## src/rtl/ifu_fetch.sv

```systemverilog
// ifu_fetch: fetch-stage PC register, AdEL fetch check and IF/ID pipeline register.
module ifu_fetch #(
    parameter logic [31:0] RESET_PC   = 32'h0000_3000,
    parameter logic [31:0] HANDLER_PC = 32'h0000_4180,
    parameter logic [31:0] IM_LO      = 32'h0000_3000,
    parameter logic [31:0] IM_HI      = 32'h0000_6FFC
) (
    input  logic        clk,
    input  logic        reset,
    input  logic [31:0] npc,
    input  logic        stall,
    input  logic        req,
    input  logic        eret,
    input  logic [31:0] epc,
    input  logic        F_bd,
    input  logic [31:0] i_inst_rdata,
    output logic [31:0] i_inst_addr,
    output logic [31:0] F_pc,
    output logic [31:0] D_pc,
    output logic [31:0] D_instr,
    output logic [4:0]  D_exccode,
    output logic        D_bd,
    output logic [31:0] fetch_cnt
);
    logic [31:0] pc;
    logic [4:0]  f_exc;
    assign F_pc        = pc;
    assign i_inst_addr = pc;
    always_comb f_exc = (pc[1:0] != 2'b00 || pc < IM_LO || pc > IM_HI) ? 5'd4 : 5'd0;
    always_ff @(posedge clk) begin
        if (reset) begin
            pc        <= RESET_PC;
            D_pc      <= 32'h0;
            D_instr   <= 32'h0;
            D_exccode <= 5'd0;
            D_bd      <= 1'b0;
            fetch_cnt <= 32'h0;
        end else if (req) begin
            pc        <= HANDLER_PC;
            D_pc      <= HANDLER_PC;
            D_instr   <= 32'h0;
            D_exccode <= 5'd0;
            D_bd      <= 1'b0;
        end else if (!stall) begin
            // eret redirects without a delay slot, so D gets a bubble
            if (eret) begin
                pc        <= epc;
                D_pc      <= epc;
                D_instr   <= 32'h0;
                D_exccode <= 5'd0;
                D_bd      <= 1'b0;
            end else begin
                pc        <= npc;
                D_pc      <= pc;
                D_instr   <= (f_exc != 5'd0) ? 32'h0 : i_inst_rdata;
                D_exccode <= f_exc;
                D_bd      <= F_bd;
                fetch_cnt <= fetch_cnt + 32'd1;
            end
        end
    end
endmodule
```

## config.mk

```make
export PLATFORM = sky130hd
export DESIGN_NAME = ifu_fetch
export DESIGN_NICKNAME = d
export VERILOG_FILES = /design/src/rtl/ifu_fetch.sv
export SDC_FILE = /design/constraint.sdc
export NUM_CORES = 1
export LEC_CHECK = 0
export CAP_MARGIN = 30
export CELL_PAD_IN_SITES_DETAIL_PLACEMENT = 0
export CELL_PAD_IN_SITES_GLOBAL_PLACEMENT = 2
export CORE_MARGIN = 5
export CORE_UTILIZATION = 23
export CTS_CLUSTER_DIAMETER = 50
export DETAILED_ROUTE_END_ITERATION = 6
export PLACE_DENSITY = 0.89
export SLEW_MARGIN = 20
export SYNTH_ARGS = -nofsm -noshare
export SYNTH_HDL_FRONTEND = slang
export SYNTH_SLANG_ARGS = --single-unit
```

## constraint.sdc

```tcl
create_clock -name clk -period 2.75 [get_ports clk]
set_input_delay 0.55 -clock clk [delete_from_list [all_inputs] [get_ports clk]]
set_output_delay 0.55 -clock clk [all_outputs]
set_load 0.02 [all_outputs]
```

==> out/metrics.cfg <==
[status]
status = completed

[synthesis]
yosysSeqAreaShare_pct = 42.6
synth_edf_count = 0
netlist.area_leader.share_pct = 42.6
syn_avg_cell_area_um2 = 8.32
ys_top_cells_by_area = dfxtp_1 (43%), mux2i_1 (9.7%), nor2_1 (8.3%)
synthFlopType = dfxtp_1
yosysWarnings = 0
synth_cells = 733
synthDistinctLibCells = 38
synthArstFlopShare_pct = 0
syn_area_um2 = 6100
yosys.cell_count.top_type = nor2_1
yosys-top-cells-count = nor2_1 (135), dfxtp_1 (130), a21oi_1 (83)
post-synth-top-area-cell = dfxtp_1
synth_seq_cells = 130

[power_and_ir_drop]
total_leakage_power_nw = 3.31
vdd_drop_max_uv = 361
power.density_nw_per_um2 = 505

[routing]
ant_nets = 0
drt_pre_antenna_iters = 6
via_per_inst = 4.52
wl_per_cell_um = 15.7
routed_wl_um = 20200
drtIter0Drc = 275
drc = 0
num_vias = 5819

[placed_design]
dpl_cell_area_um2 = 8810
dp_hpwl_um = 14300
numPortBuffers = 263
place_congestion = 0.753
dp_cells = 1256

[clocking]
cts_hold_buffers = 0
path_clk_slew_ns = 0.06
cts_buffer_depth = 2
clkLatencyLatePin_ns = 0.42
clock-root-buffer = clkbuf_16
cts_buffers = 17
post_cts_buffers = 0
cts_tree = built
clock-sinks = 130
h-tree-depth = 4
cts_resized = 0

[floorplan]
rows = 59
core_area_um2 = 26100
die_area_um2 = 29900
start_util_pct = 23.4
die_x_um = 173
die_h_um = 173
ioPinCount = 268

[timing]
fmax_mhz = 422
hold_viol = 0
finalCritPeriodShare_pct = 86.2
finClkSkew_ns = 0.0156
finalMaxSlewViolations = 0
max-slew-margin-rel_pct = 39.8
rsz0062_at_grt = false
setup_viol = 0
worst_pin_slew_ns = 0.903
fin_crit_ns = 2.37

[finish]
fillers = 2725
diodes = 0
regArea_um2 = 2600
drive_gt1_share_pct = 6.19
final_cells = 1288
fin_nets = 1043
design_area_um2 = 9350
multi_input_area_um2 = 2990
area_growth_pct = 53.2

[critical_path]
rr_startpoint = fetch_cnt[0]
critical_path_arrival_ns = 2.67
slowest_stage = or4b_4
cp_max_fo = 18
endpoint_kind = flip-flop
worstPathCellList = clkdlybuf4s50_1 -> buf_4 -> nor4b_4 -> or4b_4 -> nor4_1 -> mux2_2
cp_data_required_time_ns = 3.05
path_class = in -> reg
startpoint = req
cp-start-kind = primary input
crit_path_max_incr_delay_ns = 0.61

[global_route]
grt_antenna_before_repair = 0
grt_pass1_wl_um = 32100
grt_pass1_vias = 5681
grt.overflow.total = 0
grt_max_degree = 95
track_usage_pct = 13.0

[worst_hold_path]
min_path_type = reg -> reg
hp-start = D_exccode[2]

[job]
cap_viol_max_count = 0

worst paths after layout:
path / cells after the start / slack (ns) / endpoint
max reg2reg: 5 / 0.51 / fetch_cnt[20]
min: 2 / 0.47 / D_exccode[2]
min reg2reg: 2 / 0.47 / D_exccode[2]
max: 6 / 0.38 / fetch_cnt[20]
cells by family after synthesis:
kind of cell	after synthesis	synth area share, %
flip-flops	130	42.6
adder cells (fa/ha/maj)	1	0.205
multiplexers	62	10.2
other	1	0.0615
AO/OA/AOI/OAI	146	12.9
AND/OR/NAND/NOR	285	24.1
buffers and inverters	100	8.73
XOR/XNOR	8	1.15
cells in the final DEF (no fill, tap or decap), drive strengths merged, types with 4 or more instances in the layout:
master and count:
or4 16, nor2 135, nor3 4, a21oi 83, nand3 42, xnor2 5, clkdlybuf4s50 261, o31ai 14
clkinv 6, and3 5, inv 10, nor4 6, clkbuf 18, o21ai 40, a211oi 6, nand2b 7
clkinvlp 4, buf 18, nand2 9, dfxtp 130, mux2i 59, conb 4, nand4 8, or3 8
nand3b 33
critical path, delay by kind of cell:
kind / cells / cell delay [ns]
buffers and inverters: 2 / 0.59
multiplexers: 1 / 0.37
AND/OR/NAND/NOR: 3 / 1.15
layer usage:
metal | global-route usage (%) | share of wire, % | vias up
met5 | 0 | 0 | -
met1 | 16.0 | 44 | 2696
met4 | 4.29 | 1.8 | 0
met3 | 4.28 | 6.2 | 18
li1 | - | - | 2933
met2 | 21.7 | 48 | 172
area by class of cell:
cell class	count	share of cell area, %
clock buffer	18	4.59
clock inverter	14	1.14
inverter	6	0.241
multi-input combinational	506	31.9
sequential	130	27.8
tap	335	4.48
timing repair buffer	279	29.8
where the power goes:
| group | switching, W | leakage, nW | internal (W) | total (W) |
|---|---|---|---|---|
| combinational | 0.000319 | 2.00 | 0.000333 | 0.000653 |
| sequential | 0.0000390 | 1.05 | 0.00192 | 0.00196 |
| clock | 0.000941 | 0.253 | 0.00116 | 0.00210 |
sequential cells by signal (all words and copies together), names as in the netlist:
name,flops
D_instr,32
D_pc,32
F_pc,32
fetch_cnt,32
D_bd,1
D_exccode,1
metrics by stage:
step / hold WS, ns / utilization [%] / worst slack (ns) / setup TNS (ns) / total power, W
floorplan: 0.545 / - / 0.268 / 0 / 0.00235
global placement: 0.460 / 33.8 / 0.0151 / 0 / 0.00266
detailed placement: 0.458 / 33.8 / -0.0409 / -0.0578 / 0.00267
CTS: 0.469 / 35.9 / 0.406 / 0 / 0.00481
global route: 0.493 / 35.9 / 0.305 / 0 / 0.00493
finish: 0.465 / 35.9 / 0.378 / 0 / 0.00472
Power figures use the tool's default switching activity.
